`src/rtl/lsu_pkg.sv`:
```
// lsu_pkg: shared types and helpers for the load/store unit bus master.
//   mem_size_t   - access size encoding as it appears on req_size
//   lsu_state_t  - bus master FSM states
//   size_mask()  - right-justified byte mask for an access size
package lsu_pkg;

  typedef enum logic [1:0] {
    SIZE_B = 2'b00,
    SIZE_H = 2'b01,
    SIZE_W = 2'b10
  } mem_size_t;

  // Encoding 2'b11 on req_size has no enum member; it is reported as an error.
  localparam logic [1:0] SIZE_ILLEGAL = 2'b11;

  typedef enum logic [2:0] {
    IDLE,
    ISSUE0,
    WAIT0,
    ISSUE1,
    WAIT1,
    RESP
  } lsu_state_t;

  function automatic logic [3:0] size_mask(input mem_size_t size);
    case (size)
      SIZE_B:  return 4'b0001;
      SIZE_H:  return 4'b0011;
      SIZE_W:  return 4'b1111;
      default: return 4'b0000;
    endcase
  endfunction

endpackage

```
`src/rtl/lsu_align.sv`:
```
// lsu_align: purely combinational lane alignment for the load/store unit.
//   wdata    in  : right-justified store data
//   off      in  : byte offset of the access inside its first word
//   size     in  : access size
//   isSigned in  : sign-extend sub-word loads
//   loBuf    in  : read data of the first beat
//   hiBuf    in  : low 24 bits of the second beat's read data (0 for single beat)
//   wdataRot out : store data rotated onto its byte lanes
//   beMask   out : byte mask shifted by off; [3:0] first beat, [7:4] second beat
//   rdataExt out : merged, right-justified and extended load result
module lsu_align
  import lsu_pkg::*;
(
  input  logic [31:0] wdata,
  input  logic [1:0]  off,
  input  mem_size_t   size,
  input  logic        isSigned,
  input  logic [31:0] loBuf,
  input  logic [23:0] hiBuf,
  output logic [31:0] wdataRot,
  output logic [7:0]  beMask,
  output logic [31:0] rdataExt
);

  logic [31:0] merged;

  always_comb begin
    // Rotate left by 8*off so each store byte lands on its lane; bytes that
    // wrap into low lanes are the ones written by the second beat.
    case (off)
      2'd0:    wdataRot = wdata;
      2'd1:    wdataRot = {wdata[23:0], wdata[31:24]};
      2'd2:    wdataRot = {wdata[15:0], wdata[31:16]};
      default: wdataRot = {wdata[7:0],  wdata[31:8]};
    endcase

    beMask = {4'b0000, size_mask(size)} << off;

    // ({hi, lo} >> 8*off)[31:0]; the top byte of hi can never reach the result.
    case (off)
      2'd0:    merged = loBuf;
      2'd1:    merged = {hiBuf[7:0],  loBuf[31:8]};
      2'd2:    merged = {hiBuf[15:0], loBuf[31:16]};
      default: merged = {hiBuf[23:0], loBuf[31:24]};
    endcase

    case (size)
      SIZE_B:  rdataExt = {{24{isSigned & merged[7]}},  merged[7:0]};
      SIZE_H:  rdataExt = {{16{isSigned & merged[15]}}, merged[15:0]};
      default: rdataExt = merged;
    endcase
  end

endmodule

```
`src/rtl/lsu_master.sv`:
```
// lsu_master: initiator side of the byte-enabled data-memory bus. Accepts one
// load/store at a time, splits word-crossing accesses into two beats, merges
// read beats and returns extended load data.
//   clk, rst                  : clock, asynchronous active-high reset
//   req_valid/req_ready       : core request handshake (ready only in IDLE)
//   req_we/size/signed/addr/wdata : request fields
//   rsp_valid/rsp_rdata/rsp_err   : one-cycle response; rdata held afterwards
//   bus_req/bus_gnt           : beat request, held until granted
//   bus_we/addr/be/wdata      : beat fields, stable while waiting for grant
//   bus_rvalid/bus_rdata      : beat response
module lsu_master
  import lsu_pkg::*;
#(
  parameter int ADDR_W = 32
) (
  input  logic              clk,
  input  logic              rst,
  input  logic              req_valid,
  output logic              req_ready,
  input  logic              req_we,
  input  logic [1:0]        req_size,
  input  logic              req_signed,
  input  logic [ADDR_W-1:0] req_addr,
  input  logic [31:0]       req_wdata,
  output logic              rsp_valid,
  output logic [31:0]       rsp_rdata,
  output logic              rsp_err,
  output logic              bus_req,
  input  logic              bus_gnt,
  output logic              bus_we,
  output logic [ADDR_W-1:0] bus_addr,
  output logic [3:0]        bus_be,
  output logic [31:0]       bus_wdata,
  input  logic              bus_rvalid,
  input  logic [31:0]       bus_rdata
);

  lsu_state_t        state;
  logic              weReg;
  mem_size_t         sizeReg;
  logic              signedReg;
  logic              errReg;
  logic [ADDR_W-3:0] wordAddr;
  logic [1:0]        offReg;
  logic [31:0]       wdataReg;
  logic [31:0]       loBuf;
  logic [23:0]       hiBuf;     // only bytes 0..2 of the second beat are ever used
  logic [31:0]       rdataHold;

  logic [31:0] wdataRot;
  logic [7:0]  beMask;
  logic [31:0] rdataExt;
  logic [31:0] rdataNow;
  logic        twoBeat;
  logic        issuing;

  lsu_align uAlign (
    .wdata    (wdataReg),
    .off      (offReg),
    .size     (sizeReg),
    .isSigned (signedReg),
    .loBuf    (loBuf),
    .hiBuf    (hiBuf),
    .wdataRot (wdataRot),
    .beMask   (beMask),
    .rdataExt (rdataExt)
  );

  // Any enabled lane in the upper half of the shifted mask means the access
  // spills into the next word, i.e. off + bytes > 4.
  assign twoBeat  = |beMask[7:4];
  assign rdataNow = (weReg || errReg) ? 32'd0 : rdataExt;

  always_ff @(posedge clk or posedge rst) begin
    if (rst) begin
      state     <= IDLE;
      weReg     <= 1'b0;
      sizeReg   <= SIZE_B;
      signedReg <= 1'b0;
      errReg    <= 1'b0;
      wordAddr  <= '0;
      offReg    <= 2'd0;
      wdataReg  <= 32'd0;
      loBuf     <= 32'd0;
      hiBuf     <= 24'd0;
      rdataHold <= 32'd0;
    end else begin
      case (state)
        IDLE: begin
          if (req_valid) begin
            weReg     <= req_we;
            sizeReg   <= mem_size_t'(req_size);
            signedReg <= req_signed;
            wordAddr  <= req_addr[ADDR_W-1:2];
            offReg    <= req_addr[1:0];
            wdataReg  <= req_wdata;
            loBuf     <= 32'd0;
            hiBuf     <= 24'd0;   // single-beat merges see an all-zero high word
            errReg    <= (req_size == SIZE_ILLEGAL);
            state     <= (req_size == SIZE_ILLEGAL) ? RESP : ISSUE0;
          end
        end
        ISSUE0: if (bus_gnt) state <= WAIT0;
        WAIT0: begin
          if (bus_rvalid) begin
            loBuf <= bus_rdata;
            state <= twoBeat ? ISSUE1 : RESP;
          end
        end
        ISSUE1: if (bus_gnt) state <= WAIT1;
        WAIT1: begin
          if (bus_rvalid) begin
            hiBuf <= bus_rdata[23:0];
            state <= RESP;
          end
        end
        RESP: begin
          rdataHold <= rdataNow;
          state     <= IDLE;
        end
        default: state <= IDLE;
      endcase
    end
  end

  // Outputs decode the registered state and latched request, so they are
  // stable for as long as a beat waits for grant.
  assign issuing   = (state == ISSUE0) || (state == ISSUE1);
  assign req_ready = (state == IDLE) && !rst;
  assign bus_req   = issuing;
  assign bus_we    = issuing && weReg;
  assign bus_addr  = (state == ISSUE0) ? {wordAddr, 2'b00} :
                     (state == ISSUE1) ? {wordAddr + {{(ADDR_W-3){1'b0}}, 1'b1}, 2'b00} :
                     '0;
  assign bus_be    = (state == ISSUE0) ? beMask[3:0] :
                     (state == ISSUE1) ? beMask[7:4] : 4'b0000;
  assign bus_wdata = issuing ? wdataRot : 32'd0;
  assign rsp_valid = (state == RESP);
  assign rsp_err   = (state == RESP) && errReg;
  assign rsp_rdata = (state == RESP) ? rdataNow : rdataHold;

endmodule

```
`config.mk`:
```
export PLATFORM = sky130hd
export DESIGN_NAME = lsu_master
export DESIGN_NICKNAME = d
export VERILOG_FILES = /design/src/rtl/lsu_pkg.sv /design/src/rtl/lsu_align.sv /design/src/rtl/lsu_master.sv
export SDC_FILE = /design/constraint.sdc
export NUM_CORES = 1
export LEC_CHECK = 0
export BUFFER_PORTS_ARGS = -buffer_cell sky130_fd_sc_hd__buf_4
export CORE_UTILIZATION = 55
export CTS_BUF_LIST = sky130_fd_sc_hd__clkbuf_8
export CTS_CLUSTER_SIZE = 12
export DETAILED_ROUTE_END_ITERATION = 7
export PLACE_DENSITY = 0.81
export SLEW_MARGIN = 20
export SYNTH_ARGS = -nofsm -noshare
export SYNTH_HDL_FRONTEND = slang
export SYNTH_SLANG_ARGS = --single-unit
```
`constraint.sdc`:
```
create_clock -name clk -period 6.75 [get_ports clk]
set_input_delay 0.675 -clock clk [delete_from_list [all_inputs] [get_ports clk]]
set_output_delay 0.675 -clock clk [all_outputs]
set_load 0.02 [all_outputs]
```
Yosys cells after proc, flatten, opt, wreduce, memory -nomap -nowiden
Index checks and enable logic that the tools add are counted.
{"block": "totals", "word_cells": 71, "out_inout_bits": 105, "in_bits": 105, "ff_bits": 160}
{"block": "op_classes", "n_reduce_logical": 16, "mux": 25, "n_eq_ne": 15, "add_sub_neg": 1, "bitwise_logic": 2, "n_shift": 1}
{"operator": "$mux W32", "n": 7}
{"operator": "$pmux W32 S3", "n": 2}
{"operator": "$pmux W32 S2", "n": 2}
{"operator": "$mux W24", "n": 2}
{"operator": "$pmux W24 S2", "n": 1}
{"operator": "$add A30 B1 Y30 const B", "n": 1}
{"operator": "$mux W3", "n": 7}
{"operator": "$pmux W3 S5", "n": 1}
{"operator": "$pmux W4 S3", "n": 1}
{"operator": "$ne A2 B2 Y1 const B", "n": 5}
{"operator": "$mux W4", "n": 2}
{"operator": "$shl A4 B2 Y8", "n": 1}
{"operator": "$eq A2 B2 Y1 const B", "n": 3}
{"operator": "$eq A3 B2 Y1 const B", "n": 2}
{"operator": "$eq A3 B3 Y1 const B", "n": 2}
{"operator": "$reduce_and A3 Y1", "n": 2}
{"operator": "$reduce_and A5 Y1", "n": 1}
{"operator": "$eq A2 B1 Y1 const B", "n": 2}
{"operator": "$logic_not A2 Y1", "n": 2}
{"operator": "$reduce_bool A2 Y1", "n": 2}
{"operator": "$reduce_or A4 Y1", "n": 1}
{"operator": "$eq A3 B1 Y1 const B", "n": 1}
{"operator": "$logic_and A1 B1 Y1", "n": 3}
{"operator": "$logic_not A3 Y1", "n": 1}
{"operator": "4 further kinds", "n": 6}

Longest topological paths before layout
{"block": "logic_depth", "depth_word": 7, "ltp_mapped": 8, "depth_no_buf": 7}

By module
A second synthesis with hierarchy kept.
{"block": "unflattened", "cells_unflattened": 936, "hier_area_um2": 9467.8}
{"module": "lsu_master", "seq_area_each_um2": 4003.8, "cells_per_inst": 749, "area_each_um2": 7329.5, "instances": 1}
{"module": "lsu_align", "seq_area_each_um2": 0.0, "cells_per_inst": 187, "area_each_um2": 2138.3, "instances": 1}

Worst setup path before layout
OpenSTA, ideal clock, no wires.
{"block": "synth_timing", "path_type": "reg-to-output", "from": "reg wordAddr[13]", "to": "out bus_addr[30]", "t_required_ns": 6.075, "path_stages_with_launch": 7, "path_slack_ns": 4.224, "arrival_ns": 1.851, "path_buffers": 1, "cell_sequence": "dfrtp_1 and4_4 and3_1 buf_4 nand4_1 or4_1 a21oi_1"}
{"block": "synth_via", "elab_chain_cells": 3}
{"element": "start: declaration", "line": "lsu_master.sv:43", "text": "logic [ADDR_W-3:0] wordAddr;"}
{"element": "start signal: assignment", "line": "lsu_master.sv:94", "text": "wordAddr <= req_addr[ADDR_W-1:2];"}
{"element": "$add A30 B1 Y30", "line": "lsu_master.sv:133", "text": "(state == ISSUE1) ? {wordAddr + {{(ADDR_W-3){1'b0}}, 1'b1}, 2'b00} :"}
{"element": "$mux W32", "line": "lsu_master.sv:133"}
{"element": "$mux W32", "line": "lsu_master.sv:132", "text": "assign bus_addr = (state == ISSUE0) ? {wordAddr, 2'b00} :"}
{"element": "end: declaration", "line": "lsu_master.sv:31", "text": "output logic [ADDR_W-1:0] bus_addr,"}
Every way passes these cells.

Worst setup path after layout
{"block": "layout_timing", "from": "reg state[0]", "to": "out rsp_rdata[27]"}
{"block": "layout_via", "elab_chain_cells": 2}
{"element": "start: declaration", "line": "lsu_master.sv:38", "text": "lsu_state_t state;"}
{"element": "start signal: assignment", "line": "lsu_master.sv:100", "text": "state <= (req_size == SIZE_ILLEGAL) ? RESP : ISSUE0;"}
{"element": "start signal: assignment", "line": "lsu_master.sv:107", "text": "state <= twoBeat ? ISSUE1 : RESP;"}
{"element": "$eq A3 B3 Y1", "line": "lsu_master.sv:140", "text": "assign rsp_rdata = (state == RESP) ? rdataNow : rdataHold;"}
{"element": "$mux W32", "line": "lsu_master.sv:140"}
{"element": "end: declaration", "line": "lsu_master.sv:26", "text": "output logic [31:0] rsp_rdata,"}
Every way passes these cells.

==> key figures <==
Critical path
  – Number of cells on the worst reg-to-reg path: 7
  – Reg2reg start: state[0]
  – CP Launch Type: flop
  – WP depth: 8
  – Crit Path Max Fanout: 35
  – CP endpoint: rsp_rdata[27]
  – Nature of the critical path endpoint: output port
  – Family with the most delay on the worst path: simple AND/OR/NAND/NOR gates
  – Max incr delay on CP: ~640 ps
  – RR Endpoint: rdataHold[26]
  – Cell Chain, Critical Path: nor2b_1 > nand2_2 > inv_2 > nand3_2 > nor3_4 > a32oi_1 > nand2_1 > buf_4
  – Buf/Inv on CP: 2
  – CP Data Required Time: just over 6000 ps
  – Worst setup path start: state[0]
  – Critical-path top delay cell: dfrtp_1
  – Reg-to-reg setup timing slack: ~4000 ps
  – Critical path type: reg2out
  – Crit path DAT: between 3000 and 4000 ps

Worst hold path
  – Hold WC Path Type: in2async

Logic synthesis
  – Ranking of synthesized cells by area: dfrtp_1 45%, mux2_2 10%, mux4_2 8.1%, nand2_1 7.3%, mux2i_1 2.9%
  – Cells after synthesis: 879
  – Synthesized area per cell: approximately 10 um^2
  – Ys Warns: 0
  – Top cell type's share of synthesized area: 0.450
  – Mapped cell area: about 8900 um^2
  – Yosys cell types: 53
  – Flop and latch count out of synthesis: 160
  – Sequential-to-total area share from yosys stat: 0.450
  – Largest area contributor in the synthesized netlist: dfrtp_1

Final layout
  – # diodes: 0
  – Layout cells sized above 1: 0.357
  – Util after Layout: 0.695
  – Most frequent cells in the layout: 216 x buf_4, 173 x nand2_1, 157 x dfrtp_1
  – Layout net count: 1,161
  – Commonest non-fill, non-tap cell in the layout: buf_4
  – Synth-to-Final Area Change: 23.5%

Floorplan
  – Row cnt: between 40 and 50
  – Ports: 210
  – Die Area: roughly 17,000 um^2
  – Die height: between 100 and 150 um
  – Die X: ~130 um
  – Initial core utilization: 0.562
  – Core Region: 15,800 um^2

STA
  – Achievable frequency: ~0.25 GHz
  – Clock skew: around 15 ps
  – Setup Viol. Count Final: 0
  – Final Hold Fails: 0
  – RSZ-0062 raised after global routing: no
  – Slew margin rel.: 0.389
  – Max-slew violations: 0
  – Post-route clock period utilization: 0.586
  – Period minus WS final: between 3000 and 4000 ps
  – Final TNS setup: 0 ps
  – Final worst slack: between 2000 and 3000 ps
  – Least-Margin Pin Slew: 917 ps

Drt
  – DRC: 0
  – Detailed-route wire length per cell: ~18 um
  – DR iter-0 viols: between 500 and 600
  – Vias per cell: approximately 5.7
  – Via count: 7,296
  – Router iterations before antenna repair: 6
  – Antenna Nets Post-Route: 0
  – WL final: about 23,000 um

Power
  – Max IR drop VDD: ~0.24 mV
  – Lkg Pwr: 0.00514 uW
  – Pwr/cell area: around 510 nW/um^2

Flow run
  – Max Cap Viol: 0

Global route
  – Initial antenna violation count: 0
  – GRT Util Overall: 0.281
  – GR Overflow Total: 0
  – Vias in the first global route: about 6,700
  – Global-route wire length before repair: about 36,000 um
  – Largest net degree at the start of global routing: just under 90

Placement
  – Gpl congestion: about 0.92
  – Post-detail-place hpwl: 16,100 um
  – Port-buffer cells: 207
  – Setup Slack @ Placement: 3270 ps

Clocking
  – Setup Fix Bufs, Post-CTS: 0
  – Max clock buf depth: 2
  – Root Driver: clkbuf_8
  – Hold buffers post-CTS: 0
  – Clock Latency Late Sink: approximately 450 ps
  – Cts repair resizes: 0
  – Clk pin slew, worst setup/hold paths: 90 ps
  – # H-tree levels: 4
  – CTS buffer count: 17
  – CTS tree: built
  – Clock sinks: 160

Run status
  – Status: complete, no violations
==> synthesized netlist by cell type (all sizes together) <==
cell type	count
nor2b	4
nor4	5
dfrtp	160
ha	5
a32o	1
o2111a	1
nor3	8
nand3	45
nand2	174
buf	30
nand4	13
o211ai	1
mux4	32
and2	33
a22oi	10
a31oi	1
xor2	17
a22o	7
clkbuf	36
nor4b	2
a221oi	7
a21oi	21
inv	11
a32oi	7
mux2	80
a2111oi	1
conb	1
nor2	51
a21o	2
o21bai	2
and3	8
nand2b	9
mux2i	26
o21ai	51
or4	2
and4	2
o2111ai	1
xnor2	8
or3	1
o31ai	3
==> sequential cells by signal (all words and copies together) (netlist names) <==
register,flops
offReg,2
rdataHold,32
signedReg,1
sizeReg,2
errReg,1
state,3
wordAddr,30
weReg,1
hiBuf,24
wdataReg,32
loBuf,32
==> metrics by stage <==
step | hold slack [ps] | instance area [um^2] | total power, uW | instances
detailed placement | 452 | 10600 | 4830 | 1248
global placement | 446 | 10600 | 4750 | 1247
global route | 384 | 11000 | 5960 | 1279
finish | 338 | 11000 | 5610 | 1279
floorplan | 435 | 8910 | 3860 | 880
CTS | 347 | 11000 | 5610 | 1279
==> cell families (layout without fill, tap and decap cells) <==
kind of cell / Yosys count / after routing / synth area share
other cells: 1 / 2 / 0.000421
flops: 160 / 160 / 0.450
fa+ha+maj: 5 / 5 / 0.00703
simple gates: 357 / 357 / 0.189
mux: 138 / 138 / 0.211
xor+xnor: 25 / 25 / 0.0246
compound gates: 116 / 116 / 0.0814
buf+inv: 77 / 260 / 0.0365
==> worst min-delay path by stage <==
stage | start | to | slack (ps) | cells past startpoint
2_1_floorplan | loBuf[10] | loBuf[10] | 430 | 2
3_3_place_gp | loBuf[8] | loBuf[8] | 450 | 2
3_5_place_dp | loBuf[8] | loBuf[8] | 450 | 2
4_1_cts | rst | loBuf[22] | 350 | 2
5_1_grt | rst | loBuf[22] | 380 | 2
6_report | rst | loBuf[31] | 340 | 2
==> layer usage <==
metal / track usage / part of all wire
met1: 0.406 / 0.44
met2: 0.429 / 0.46
met3: 0.0636 / 0.085
met4: 0.0761 / 0.017
met5: 0 / 0
==> cell type report <==
cell class | instances | area (um^2)
fill | 1213 | 4830
multi-input combinational | 643 | 4600
sequential | 160 | 4010
timing repair buffer | 218 | 1640
tap | 216 | 270
clock buffer | 17 | 234
clock inverter | 14 | 190
inverter | 11 | 46.3
==> power breakdown <==
part | internal, uW | switching, uW | leakage [uW]
Clock | 401 | 366 | 0.000206
Combinational | 1410 | 1620 | 0.00288
Sequential | 1390 | 416 | 0.00206
Total | 3200 | 2410 | 0.00514
==> worst register-to-register path, stage by stage (launching register included) <==
cell and delay [ps]:
dfrtp_1 640, nor2b_1 290, nand2_2 450, inv_2 200
nand3_2 210, nor3_4 580, a32oi_1 200, nand2_1 140
Note: power is estimated with default switching activity, not from simulation.
